### src/rtl/aesha_pkg.sv
// Shared types, geometry constants and helpers for the theta-parity datapath.
package aesha_pkg;

    localparam int unsigned LANE_W_DEF = 32;
    localparam int unsigned NCOLS      = 5;

    typedef logic [LANE_W_DEF-1:0] lane_t;
    typedef lane_t [0:NCOLS-1]     lane_row_t;

    typedef enum logic [0:0] {
        ACCUM = 1'b0,
        OUT   = 1'b1
    } theta_state_e;

    function automatic lane_t rotl(input lane_t lane, input int unsigned amount);
        lane_t   res;
        int unsigned amt;
        amt = amount % LANE_W_DEF;
        res = lane;
        for (int unsigned i = 0; i < amt; i++) begin
            res = {res[LANE_W_DEF-2:0], res[LANE_W_DEF-1]};
        end
        return res;
    endfunction

endpackage

### src/rtl/theta_shift.sv
// Combinational theta mix: C_shifted[x] = C[x-1] ^ rotl(C[x+1], ROT), indices mod 5.
module theta_shift
    import aesha_pkg::*;
#(
    parameter int unsigned LANE_W = LANE_W_DEF,
    parameter int unsigned ROT    = 1
) (
    input  logic [0:NCOLS-1][LANE_W-1:0] c,
    output logic [0:NCOLS-1][LANE_W-1:0] c_shifted
);

    // Rotation by a constant amount is just a fixed slice of the doubled word.
    function automatic logic [LANE_W-1:0] rot_const(input logic [LANE_W-1:0] v);
        logic [2*LANE_W-1:0] d;
        d = {v, v};
        return d[2*LANE_W-1-ROT -: LANE_W];
    endfunction

    always_comb begin
        c_shifted = '0;
        for (int x = 0; x < NCOLS; x++) begin
            c_shifted[x] = c[(x + NCOLS - 1) % NCOLS] ^ rot_const(c[(x + 1) % NCOLS]);
        end
    end

endmodule

### src/rtl/theta_parity_acc.sv
// Accumulates five row beats into column parities and holds the registered
// theta-shifted result until the downstream stage accepts it.
module theta_parity_acc
    import aesha_pkg::*;
#(
    parameter int unsigned LANE_W = LANE_W_DEF,
    parameter int unsigned NROWS  = NCOLS,
    parameter int unsigned ROT    = 1
) (
    input  logic                          i_clk,
    input  logic                          i_rst,
    input  logic                          i_valid,
    output logic                          o_ready,
    input  logic [0:NCOLS-1][LANE_W-1:0]  i_row,
    output logic                          o_valid,
    input  logic                          i_ready,
    output logic [0:NCOLS-1][LANE_W-1:0]  o_C,
    output logic [0:NCOLS-1][LANE_W-1:0]  o_C_shifted,
    output logic                          o_busy
);

    localparam int unsigned CntW = (NROWS > 1) ? $clog2(NROWS) : 1;
    localparam logic [CntW-1:0] LastBeat = CntW'(NROWS - 1);

    theta_state_e                  state_q, state_d;
    logic [CntW-1:0]               cnt_q, cnt_d;
    logic [0:NCOLS-1][LANE_W-1:0]  acc_q, acc_d;
    logic [0:NCOLS-1][LANE_W-1:0]  c_q, c_d;
    logic [0:NCOLS-1][LANE_W-1:0]  cs_q, cs_d;
    logic                          valid_q, valid_d;
    logic [0:NCOLS-1][LANE_W-1:0]  row_par;
    logic [0:NCOLS-1][LANE_W-1:0]  par_shift;
    logic                          accept;

    theta_shift #(
        .LANE_W (LANE_W),
        .ROT    (ROT)
    ) u_theta_shift (
        .c         (row_par),
        .c_shifted (par_shift)
    );

    always_comb begin
        state_d = state_q;
        cnt_d   = cnt_q;
        acc_d   = acc_q;
        c_d     = c_q;
        cs_d    = cs_q;
        valid_d = valid_q;
        accept  = i_valid && (state_q == ACCUM);

        // Beat 0 loads rather than XORs, so no stale parity survives a turnaround.
        for (int x = 0; x < NCOLS; x++) begin
            row_par[x] = ((cnt_q == '0) ? '0 : acc_q[x]) ^ i_row[x];
        end

        unique case (state_q)
            ACCUM: begin
                if (accept) begin
                    acc_d = row_par;
                    if (cnt_q == LastBeat) begin
                        state_d = OUT;
                        cnt_d   = '0;
                        c_d     = row_par;
                        cs_d    = par_shift;
                        valid_d = 1'b1;
                    end else begin
                        cnt_d = cnt_q + 1'b1;
                    end
                end
            end
            OUT: begin
                if (i_ready) begin
                    state_d = ACCUM;
                    valid_d = 1'b0;
                end
            end
            default: begin
                state_d = ACCUM;
            end
        endcase
    end

    always_ff @(posedge i_clk) begin
        if (i_rst) begin
            state_q <= ACCUM;
            cnt_q   <= '0;
            acc_q   <= '0;
            c_q     <= '0;
            cs_q    <= '0;
            valid_q <= 1'b0;
        end else begin
            state_q <= state_d;
            cnt_q   <= cnt_d;
            acc_q   <= acc_d;
            c_q     <= c_d;
            cs_q    <= cs_d;
            valid_q <= valid_d;
        end
    end

    assign o_ready     = (state_q == ACCUM) && !i_rst;
    assign o_valid     = valid_q;
    assign o_C         = c_q;
    assign o_C_shifted = cs_q;
    assign o_busy      = (state_q == ACCUM) && (cnt_q != '0);

endmodule
### config.mk
export PLATFORM = sky130hd
export DESIGN_NAME = theta_parity_acc
export DESIGN_NICKNAME = d
export VERILOG_FILES = /design/src/rtl/aesha_pkg.sv /design/src/rtl/theta_shift.sv /design/src/rtl/theta_parity_acc.sv
export SDC_FILE = /design/constraint.sdc
export NUM_CORES = 1
export LEC_CHECK = 0
export BUFFER_PORTS_ARGS = -buffer_cell sky130_fd_sc_hd__buf_2
export CAP_MARGIN = 20
export CELL_PAD_IN_SITES_DETAIL_PLACEMENT = 1
export CELL_PAD_IN_SITES_GLOBAL_PLACEMENT = 1
export CORE_ASPECT_RATIO = 1.2
export CORE_MARGIN = 2
export CORE_UTILIZATION = 25
export DETAILED_ROUTE_END_ITERATION = 6
export PLACE_DENSITY = 0.59
export SYNTH_ARGS = -nofsm -noshare
export SYNTH_HDL_FRONTEND = slang
export SYNTH_SLANG_ARGS = --single-unit
### constraint.sdc
create_clock -name i_clk -period 6.13 [get_ports i_clk]
set_clock_uncertainty 0.05 [all_clocks]
set_input_delay 0.3065 -clock i_clk [delete_from_list [all_inputs] [get_ports i_clk]]
set_output_delay 0.3065 -clock i_clk [all_outputs]
set_load 0.02 [all_outputs]
# Word-level counts from Yosys, hierarchy flattened
# Cells that the tools add are included.
# Widths: inputs -> output; s select.
# word_totals
memories	0
romBits	0
ramBits	0
output_inout_bits	323
word_cells	57
latch_bits	0
in_bits	164
register_bits	485
# classes
magnitude_cmp	0
n_mux	14
bitwise	11
mul	0
n_addsub	1
reduce_logical	9
shift	0
n_div	0
n_eq_ne	4
# ops
operator	n
$xor 32x32->32	10
$mux 32	5
$mux 1	6
$reduce_and 3->1	2
$ne 2x2->1 const B	2
$pmux 1 s2	2
$add 3x1->3 const B	1
$eq 3x3->1 const B	1
$logic_and 1x1->1	3
$logic_not 3->1	1
$mux 3	1
$reduce_bool 3->1	1
$ne 2x1->1 const B	1
$reduce_and 2->1	1
$logic_not 1->1	1
$not 1->1	1

# Logic depth before layout (Yosys ltp)
# Gate-level depths: netlist (run 1).
# logic_depth
word_depth	4
mapped_depth	11
depth_no_buf	6

# By module
# Synthesis (run 1) repeated with hierarchy kept, for this count alone.
# unflattened
cells_unflattened	2467
hier_area_um2	23636.4
# by_module_without_submodules
module	area_each_um2	seq_area_each_um2	cells_per_inst	n_inst
theta_parity_acc	22235.1	9709.3	2307	1
theta_shift	1401.3	0.0	160	1

# Worst setup path after synthesis (run 1)
# No wires, ideal clock.
# synth_timing
kind	register -> register
startpoint	register cnt_q[0]
endpoint	register cs_q, in the netlist o_C_shifted[120]
path_buffers	2
arrival_time_ns	1.883
path_stages_with_launch	9
required_ns	5.989
path_slack_ns	4.106
setup_ns	0.091
period_less_slack_ns	2.024
cell_sequence	dfxtp_1 -> inv_1 -> ha_1 -> nor2b_1 -> buf_6 -> clkbuf_1 -> or3_1 -> a211o_1 -> a311oi_1
# synth_via
elab_chain_cells	4
word_cells_on_any_way	8
classes_between	eq/ne (1); mux (2); bitwise (3); reduce/logical (2)
# synth_rtl
element	line_no	text
start, declared	theta_parity_acc.sv:26	logic [CntW-1:0] cnt_q, cnt_d;
start signal, assigned	theta_parity_acc.sv:94	cnt_q <= cnt_d;
$logic_not 3->1	theta_parity_acc.sv:54	row_par[x] = ((cnt_q == '0) ? '0 : acc_q[x]) ^ i_row[x];
$mux 32	theta_parity_acc.sv:54	
$xor 32x32->32	theta_parity_acc.sv:54	
$xor 32x32->32	theta_shift.sv:22	c_shifted[x] = c[(x + NCOLS - 1) % NCOLS] ^ rot_const(c[(x + 1) % NCOLS]);
end signal, assigned	theta_parity_acc.sv:97	cs_q <= cs_d;
end, declared	theta_parity_acc.sv:29	logic [0:NCOLS-1][LANE_W-1:0] cs_q, cs_d;
# Several ways; a longest one is shown, not always the timed one.
# A chain may end at the register's enable or synchronous reset.

# Worst setup path after layout (run 1)
# layout_timing
startpoint	register state_q
endpoint	register c_q, in the netlist o_C[55]
# layout_via
elab_chain_cells	3
# layout_rtl
element	line_no	text
start, declared	theta_parity_acc.sv:25	theta_state_e state_q, state_d;
start signal, assigned	theta_parity_acc.sv:93	state_q <= state_d;
$not 1->1 (no source line) (*)	n/a	
$logic_and 1x1->1	theta_parity_acc.sv:50	accept = i_valid && (state_q == ACCUM);
$reduce_and 3->1 (no source line) (*)	n/a	
end signal, assigned	theta_parity_acc.sv:89	c_q <= '0;
end signal, assigned	theta_parity_acc.sv:96	c_q <= c_d;
end, declared	theta_parity_acc.sv:28	logic [0:NCOLS-1][LANE_W-1:0] c_q, c_d;
# Every way passes the cells marked *; elsewhere a longest branch is shown, timed or not.

==> impl_metrics.yaml, run 1 <==
status:
  status: "complete, no violations"
routing:
  dr.pass1.iters: 5
  dr.first_iter.drc_count: 961
  wl_per_cell_um: 21.04
  routed_wl_mm: 88.76
  viasPerCell: 5.068
  antenna_left: 0
  drc: 0
  vias: 21380
clocking:
  clock-root-buffer: "clkbuf_16"
  clock_latency_ns: 0.64
  numCtsBuffers: 56
  cts_tree: "done"
  ctsResizeCount: 0
  cts_max_level: 2
  clock_path_buffers: 3
  clk_pin_slew_ns: 0.06
  clock-sinks: 485
yosys:
  netlist_area_um2: 22970
  synth_area_per_cell_um2: 8.802
  async_flop_share_pct: 0
  synth.distinct_cells: 34
  synthesis.nets: 2776
  synth-edff-count: 0
  ys_ff_latch: 485
  synthTopCellsByArea: "dfxtp_1 42%, a211oi_1 11%, nor2_1 9.2%"
  synth_area_leader_cell: "dfxtp_1"
  synthCells: 2610
  yosysTopAreaCellShare_pct: 42.26
  synth_flop_cell: "dfxtp_1"
  seq_area_frac_synth_pct: 42.26
  yosysMostFrequentCell: "nor2_1"
  ys_top_cells_by_count: "566 x nor2_1, 485 x dfxtp_1, 333 x a211oi_1, 126 x clkbuf_1, 124 x o211ai_1"
  ys_warn_count: 0
finish:
  area_growth_pct: 24.23
  final_layout_size_suffix_gt1_share_pct: 20.81
  utilization_pct: 31.42
  regArea_um2: 9709
  nets: 3169
  num-fill-cells: 10730
  multi_input_area_um2: 12110
floorplanning:
  die_h_um: 336.1
  die_area_um2: 94340
  rows: 121
  start_util_pct: 25.29
  pin_count: 487
  core-area_um2: 90840
  die-width_um: 280.7
grt:
  met2_usage_pct: 29.22
  grt_pass1_vias: 20990
  grt_usage_pct: 18.09
  grt.overflow.total: 0
  use_met1_pct: 23.11
  top_usage_layer: "met2"
  grt_start_max_net_pins: 204
  antenna_found_initial: 19
  grt_pass1_wl_mm: 131.5
  grtUsageMet3_pct: 4.871
setup_path:
  start_kind: "flip-flop"
  slowest_stage: "and3_4"
  worstSetupPathType: "flip-flop to flip-flop"
  critPathArrivalTime_ns: 3.85
  crit_path_max_incr_delay_ns: 0.85
  critPathMaxFanout: 203
  worstPathCellList: "nor2b_4 -> buf_12 -> and3_4 -> buf_4 -> nor2_1 -> a211oi_1"
  cp.required_ns: 6.60
  cp-end-kind: "flip-flop"
placed_design:
  dpl.hpwl_mm: 62.52
  gp_congestion: 0.7918
  io_buffer_count: 486
power:
  pwr_density_cell_nw_per_um2: 281.4
  p_leak_nw: 11.00
  peakVddDrop_uv: 192.1
sta:
  relSlewSlack_pct: 19.39
  fmax_mhz: 296.5
  rsz0062_at_grt: "no"
  drv_slew: 0
  finalCritPeriodShare_pct: 55.02
  setup_viol: 0
  worst_hold_slack_ns: 0.05555
  period_needed_ns: 3.372
  final_hold_viol_count: 0
  worst_pin_slew_ns: 1.209
  fin_setup_tns_ns: 0
run:
  drv_cap: 0
worst_hold_path:
  min_path_type: "input port to flip-flop"
-- routing by layer --
metal | wire [um] | vias to the layer above
met4 | 2947 | 24
met5 | 158 | -
met3 | 5036 | 138
met1 | 39930 | 10360
met2 | 40690 | 404
li1 | - | 10460
-- path summary, 6_finish.rpt --
check / start / to / slack (ns) / depth (start not counted)
min: i_row[44] / o_C_shifted[77]$_SDFFE_PP0P_ / 0.06 / 3
min reg2reg: o_valid$_SDFFE_PP0P_ / o_valid$_SDFFE_PP0P_ / 0.41 / 2
max reg2reg: state_q$_SDFF_PP0_ / o_C[55]$_SDFFE_PP0P_ / 2.76 / 6
max: state_q$_SDFF_PP0_ / o_C[55]$_SDFFE_PP0P_ / 2.76 / 6
-- layout make-up --
type | count | share of cell area, %
Inverter | 78 | 1.026
Clock buffer | 85 | 5.923
Clock inverter | 17 | 0.6927
Antenna cell | 4 | 0.03507
Timing Repair Buffer | 544 | 10.77
Tap cell | 1168 | 5.121
Multi-Input combinational cell | 1838 | 42.42
Sequential cell | 485 | 34.02
-- cell usage in the layout, fill, tap and decap left out, drive strengths merged, types with 42 or more instances in the layout --
cell type  instances
a211o             80
dfxtp            485
clkbuf            85
nor3b             55
a311oi           118
xnor3             42
or3               91
o21ai            120
nor2             566
a211oi           333
inv               80
o211ai           124
and2              47
nand2             45
buf              511
a21boi            84
-- repair_timing --
| item | CTS | global route |
|---|---|---|
| buffers inserted | 0 | 0 |
| hold buffers | 33 | 0 |
| hold endpoints to repair | 36 | 0 |
-- kinds of logic after synthesis --
logic type | Yosys count | synth area share, %
AO/OA/AOI/OAI | 891 | 28.85
AND/OR/NAND/NOR | 842 | 16.97
flip-flops | 485 | 42.26
buffers and inverters | 287 | 5.207
XOR/XNOR | 74 | 5.337
multiplexers | 29 | 1.264
adder cells (fa/ha/maj) | 2 | 0.1089
-- report_power, final --
part	leakage [nW]	total, W	internal (W)	switching [W]
Clock	0.928	0.00348	0.00202	0.00146
Combinational	6.12	0.00122	0.000454	0.000765
Sequential	3.95	0.00333	0.00325	0.0000751
-- flip-flops by register name (all words and copies together) (netlist names) --
name         flops
o_valid          1
acc_q          160
state_q          1
o_C            160
cnt_q            3
o_C_shifted    160
-- metrics by stage --
stage	area (um^2)	power [W]	worst slack, ns	instances
final	28540	0.008031	2.758	4219
after global routing	28540	0.008413	2.536	4218
after CTS	28520	0.008163	2.752	4214
after detailed placement	26300	0.004612	2.703	4079
after global placement	26300	0.004596	2.778	4079
after floorplan	22970	0.004197	4.106	2610
-- critical path: cells and delay by family (launching register included) --
| kind | cells | cell delay (ns) |
|---|---|---|
| compound gates | 1 | 0.29 |
| simple gates | 3 | 1.13 |
| flops | 1 | 0.37 |
| buf+inv | 2 | 1.30 |
No activity file was read; power rests on OpenSTA's default activity.
==> run 2, diff against run 1 <==
--- a/config.mk
+++ b/config.mk
@@ -5,6 +5,7 @@
 export SDC_FILE = /design/constraint.sdc
 export NUM_CORES = 1
 export LEC_CHECK = 0
+export ABC_AREA = 1
 export BUFFER_PORTS_ARGS = -buffer_cell sky130_fd_sc_hd__buf_2
 export CAP_MARGIN = 20
 export CELL_PAD_IN_SITES_DETAIL_PLACEMENT = 1
@@ -13,7 +14,7 @@
 export CORE_MARGIN = 2
 export CORE_UTILIZATION = 25
 export DETAILED_ROUTE_END_ITERATION = 6
-export PLACE_DENSITY = 0.59
+export PLACE_DENSITY = 0.62
 export SYNTH_ARGS = -nofsm -noshare
 export SYNTH_HDL_FRONTEND = slang
 export SYNTH_SLANG_ARGS = --single-unit
==> constraint.sdc (replaced) <==
create_clock -name i_clk -period 3.29 [get_ports i_clk]
set_clock_uncertainty 0.05 [all_clocks]
set_input_delay 0.1645 -clock i_clk [delete_from_list [all_inputs] [get_ports i_clk]]
set_output_delay 0.1645 -clock i_clk [all_outputs]
set_load 0.02 [all_outputs]
==> run 2 against run 1 <==
Clock power is 90% higher. Sequential cell count did not move. First-iteration DRC count increased by 13%. Hold slack got worse by 0.029 ns. Largest cell class unchanged.
==> impl_metrics.yaml, run 2 <==
status:
  status: "complete, no violations"
setup_path:
  slowest_stage: "dlygate4sd3_1"
  critPathMaxFanout: 39
  cp.required_ns: 3.81
  cp-end-kind: "flip-flop"
  worstPathCellList: "inv_1 -> ha_1 -> nand2_8 -> buf_12 -> nand2_1 -> xor2_1 -> nand4_1 -> dlygate4sd3_1 -> nand3_1 -> dlygate4sd3_1"
  worstReg2RegEnd: "o_C_shifted[18]$_SDFFE_PP0P_"
  reg2reg_setup_slack_ns: 0.27
  start_kind: "flip-flop"
  rr_worst_depth: 10
  worstSetupPathType: "flip-flop to flip-flop"
  r2r_start: "cnt_q[0]$_SDFFE_PP0P_"
  critPathArrivalTime_ns: 3.54
  crit_top_cell: "dlygate4sd3_1"
  crit_path_max_incr_delay_ns: 0.60
clocking:
  clock-sinks: 485
  cts_tree: "done"
  cts_max_level: 2
  clock-root-buffer: "clkbuf_16"
  post_cts_buffers: 0
  numCtsBuffers: 58
  clock_path_buffers: 3
  clock_latency_ns: 0.63
  clk_pin_slew_ns: 0.06
floorplanning:
  pin_count: 487
  die-width_um: 277.1
  rows: 120
  core-area_um2: 88890
  die_area_um2: 91890
  die_h_um: 331.7
  start_util_pct: 25.16
finish:
  final_layout_size_suffix_gt1_share_pct: 16.32
  multi_input_area_um2: 10770
  nets: 4038
  area_growth_pct: 32.35
  num-fill-cells: 11230
  regArea_um2: 9709
  final_common_cell: "nand2_1"
  final_cell_mix: "1146 x nand2_1, 485 x dfxtp_1, 485 x buf_2"
  layout.cells.non_filler: 5085
placed_design:
  placed_cells: 4800
  gp_congestion: 0.8155
  dpl.hpwl_mm: 68.08
  io_buffer_count: 486
  post-place-ws_ns: 0.7859
yosys:
  seq_area_frac_synth_pct: 43.41
  yosysMostFrequentCell: "nand2_1"
  ys_ff_latch: 485
  netlist_area_um2: 22370
  synthesis.nets: 3462
  ys_warn_count: 0
  synth_area_leader_cell: "dfxtp_1"
  synthCells: 3296
  synth_flop_cell: "dfxtp_1"
  synthTopCellsByArea: "dfxtp_1 43%, nand2_1 19%, nor2_1 6.5%"
  async_flop_share_pct: 0
  ys_top_cells_by_count: "1147 x nand2_1, 485 x dfxtp_1, 389 x nor2_1, 280 x inv_1, 252 x nand3_1"
  synth-edff-count: 0
  synth.distinct_cells: 30
  synth_area_per_cell_um2: 6.786
  yosysTopAreaCellShare_pct: 43.41
grt:
  grt_pass1_vias: 23370
  grt_pass1_wl_mm: 145.1
  grt_start_max_net_pins: 135
  antenna_found_initial: 14
  grt_usage_pct: 20.42
  grt.overflow.total: 0
routing:
  drc: 0
  routed_wl_mm: 95.87
  wl_per_cell_um: 18.85
  dr.pass1.iters: 4
  viasPerCell: 4.562
  dr.first_iter.drc_count: 1086
  vias: 23200
  antenna_left: 0
power:
  p_leak_nw: 14.92
  peakVddDrop_uv: 322.2
  pwr_density_cell_nw_per_um2: 496.2
  power.total_w: 0.01469
sta:
  finalCritPeriodShare_pct: 91.91
  rsz0062_at_grt: "no"
  drv_slew: 0
  setup_viol: 0
  final_hold_viol_count: 0
  relSlewSlack_pct: 42.51
  worst_hold_slack_ns: 0.02672
  fmax_mhz: 330.7
  layout_setup_ws_ns: 0.2663
  fin_setup_tns_ns: 0
  period_needed_ns: 3.024
  worst_pin_slew_ns: 0.8624
worst_hold_path:
  hp-start: "i_row[117]"
  min_path_type: "input port to flip-flop"
  hold_depth: 4
  whs_endpoint: "o_C[117]$_SDFFE_PP0P_"
run:
  drv_cap: 0
run 2: power by group:
part           internal [W]  switching (W)  total [W]
clock               0.00380        0.00280    0.00660
sequential          0.00608       0.000137    0.00622
combinational      0.000686        0.00118    0.00187
run 2: area by class of cell:
| class | instances | share of cell area, % |
|---|---|---|
| timing repair buffer | 697 | 15.75 |
| inverter | 285 | 3.673 |
| antenna | 5 | 0.04226 |
| multi-input combinational | 2345 | 36.37 |
| clock buffer | 88 | 5.756 |
| clock inverter | 21 | 0.7100 |
| sequential | 485 | 32.80 |
| tap | 1159 | 4.898 |
run 2: timing repair:
action	4_1_cts	5_1_grt
setup endpoints to repair	0	1
hold endpoints to repair	380	0
hold buffers	171	0
resized for setup	0	1
run 2: cell families after synthesis:
logic type / Yosys count / share of synthesized area, %
simple gates: 1888 / 34.55
xor+xnor: 96 / 3.759
fa+ha+maj: 2 / 0.1119
flops: 485 / 43.41
compound gates: 359 / 9.616
buf+inv: 466 / 8.559
run 2: worst max-delay path by stage:
stage,from,endpoint,slack (ns),cells after the start
detailed placement,cnt_q[0]$_SDFFE_PP0P_,o_C_shifted[139]$_SDFFE_PP0P_,0.79,10
floorplan,cnt_q[0]$_SDFFE_PP0P_,acc_q[35]$_SDFFE_PP0P_,1.62,10
global placement,cnt_q[0]$_SDFFE_PP0P_,o_C_shifted[63]$_SDFFE_PP0P_,0.83,10
CTS,cnt_q[0]$_SDFFE_PP0P_,o_C_shifted[18]$_SDFFE_PP0P_,0.11,10
finish,cnt_q[0]$_SDFFE_PP0P_,o_C_shifted[18]$_SDFFE_PP0P_,0.27,10
global route,cnt_q[0]$_SDFFE_PP0P_,o_C_shifted[18]$_SDFFE_PP0P_,0.003,10
run 2: stage by stage:
stage / cell area, um^2 / utilization [%]
6_report: 29600 / 33.31
5_1_grt: 29600 / 33.30
4_1_cts: 29580 / 33.28
3_5_place_dp: 25960 / 29.20
3_3_place_gp: 25960 / 29.20
2_1_floorplan: 22370 / -
run 2: layer usage:
metal,global-route usage [%],vias to the layer above,routed length (um)
met2,36.68,414,47650
met3,3.932,121,3998
met1,24.42,11070,41240
met4,6.267,12,2901
li1,-,11590,-
met5,0,-,76
run 2: worst max-delay path, delay by kind of cell, from the launching register on:
kind | cells | cell delay (ns)
buf+inv | 4 | 1.47
simple gates | 4 | 0.58
flops | 1 | 0.35
fa+ha+maj | 1 | 0.28
xor+xnor | 1 | 0.22
==> run 3, diff against run 2 <==
==> constraint.sdc (replaced) <==
create_clock -name i_clk -period 3.29 [get_ports i_clk]
set_clock_uncertainty 0.05 [all_clocks]
set_input_delay 0.1645 -clock i_clk [delete_from_list [all_inputs] [get_ports i_clk]]
set_output_delay 0.1645 -clock i_clk [all_outputs]
set_load 0.005 [all_outputs]
==> run 3 against run 2 <==
Setup slack improved by 0.070 ns. Total power up 0.84%. Design area decreased by 0.16%. Final cell count shrank 0.20%.
==> impl_metrics.yaml, run 3 (synthesis results as in run 2) <==
setup_path:
  cp-end-kind: "flip-flop"
  worstReg2RegEnd: "o_C_shifted[25]$_SDFFE_PP0P_"
  crit_top_cell: "nand2_1"
  rr_worst_depth: 12
  crit_path_max_incr_delay_ns: 0.54
  reg2reg_setup_slack_ns: 0.34
  critPathMaxFanout: 48
  cp.required_ns: 3.81
  r2r_start: "cnt_q[0]$_SDFFE_PP0P_"
  worstSetupPathType: "flip-flop to flip-flop"
  critPathArrivalTime_ns: 3.47
  worstPathCellList: "inv_1 -> ha_1 -> nand2_1 -> nor2_4 -> buf_12 -> buf_4 -> buf_4 -> nand3_1 -> nand2_1 -> nand2_1 -> nand2_1 -> dlygate4sd3_1"
  start_kind: "flip-flop"
  slowest_stage: "dlygate4sd3_1"
status:
  status: "complete, no violations"
routing:
  viasPerCell: 4.596
  drc: 0
  routed_wl_mm: 95.99
  antenna_left: 0
  dr.pass1.iters: 5
  vias: 23320
  dr.first_iter.drc_count: 1040
  wl_per_cell_um: 18.91
placed_design:
  io_buffer_count: 486
  post-place-ws_ns: 0.7744
  gp_congestion: 0.8052
  placedInstanceArea_um2: 25910
  dpl.hpwl_mm: 68.14
floorplanning:
  die-width_um: 277.1
  rows: 120
  die_h_um: 331.7
  die_area_um2: 91890
  start_util_pct: 25.16
  core-area_um2: 88890
  pin_count: 487
power:
  p_leak_nw: 14.94
  pwr_density_cell_nw_per_um2: 501.2
  peakVddDrop_uv: 334.4
  power.total_w: 0.01481
finish:
  area_growth_pct: 32.14
  num-fill-cells: 11200
  nets: 4035
  utilization_pct: 33.25
  final_layout_size_suffix_gt1_share_pct: 16.33
  final_common_cell: "nand2_1"
  final_cell_mix: "1146 x nand2_1, 485 x dfxtp_1, 485 x buf_2"
  fin_area_um2: 29560
clocking:
  clock_path_buffers: 3
  clock-root-buffer: "clkbuf_16"
  clock_latency_ns: 0.63
  numCtsBuffers: 57
  clock-sinks: 485
  cts_max_level: 2
  cts_tree: "done"
  clk_pin_slew_ns: 0.07
  ctsHoldBuffers: 169
  post_cts_buffers: 0
  ctsResizeCount: 0
run:
  drv_cap: 0
grt:
  grt.overflow.total: 0
  grt_usage_pct: 20.56
  grt_start_max_net_pins: 131
  antenna_found_initial: 11
  grt_pass1_vias: 23710
  grt_pass1_wl_mm: 146.8
sta:
  final_hold_viol_count: 0
  finalCritPeriodShare_pct: 89.76
  period_needed_ns: 2.953
  setup_viol: 0
  fin_setup_tns_ns: 0
  relSlewSlack_pct: 38.91
  worst_pin_slew_ns: 0.9163
  drv_slew: 0
  fmax_mhz: 338.6
  rsz0062_at_grt: "no"
  layout_setup_ws_ns: 0.3368
worst_hold_path:
  min_path_type: "input port to flip-flop"
  whs_endpoint: "o_C_shifted[18]$_SDFFE_PP0P_"
  hold_depth: 6
  hp-start: "i_row[145]"
[run 3: final cells by class]
type                       count  area (um^2)  share of cell area [%]
clock inverter                24        307.8                   1.041
antenna                        2        5.005                 0.01693
inverter                     285         1087                   3.679
tap                         1159         1450                   4.906
multi-input combinational   2345        10760                   36.40
clock buffer                  80         1645                   5.567
timing repair buffer         695         4593                   15.54
sequential                   485         9709                   32.85
[run 3: how the worst max path moves through the flow]
stage	from	slack, ns	to
2_1_floorplan	cnt_q[0]$_SDFFE_PP0P_	1.62	acc_q[35]$_SDFFE_PP0P_
3_3_place_gp	cnt_q[0]$_SDFFE_PP0P_	0.84	o_C_shifted[158]$_SDFFE_PP0P_
3_5_place_dp	cnt_q[0]$_SDFFE_PP0P_	0.77	o_C_shifted[158]$_SDFFE_PP0P_
4_1_cts	cnt_q[0]$_SDFFE_PP0P_	0.34	o_C_shifted[25]$_SDFFE_PP0P_
5_1_grt	cnt_q[0]$_SDFFE_PP0P_	0.17	o_C_shifted[25]$_SDFFE_PP0P_
6_report	cnt_q[0]$_SDFFE_PP0P_	0.34	o_C_shifted[25]$_SDFFE_PP0P_
[run 3: through the flow]
step | cells | hold slack [ns]
3_5_place_dp | 4800 | 0.3861
6_report | 5075 | 0.03160
3_3_place_gp | 4800 | 0.3838
4_1_cts | 5073 | 0.002445
2_1_floorplan | 3296 | 0.2861
5_1_grt | 5074 | 0.05394
[run 3: worst max-delay path: cells and delay by family (launching register included)]
kind	cells	cell delay, ns
fa+ha+maj	1	0.25
buf+inv	5	1.53
flops	1	0.33
simple gates	6	0.66
[run 3: per-layer routing]
metal	track usage (%)	routed length, um	up-vias	part of all wire [%]
met3	4.192	4830	150	5.0
met2	36.07	46550	490	48
li1	-	-	11570	-
met5	0	61	-	0.064
met4	7.771	3785	10	3.9
met1	24.60	40760	11110	42
[run 3: power breakdown]
part	switching, W	internal, W
logic	0.00113	0.000665
registers	0.000137	0.00608
clock network	0.00279	0.00402
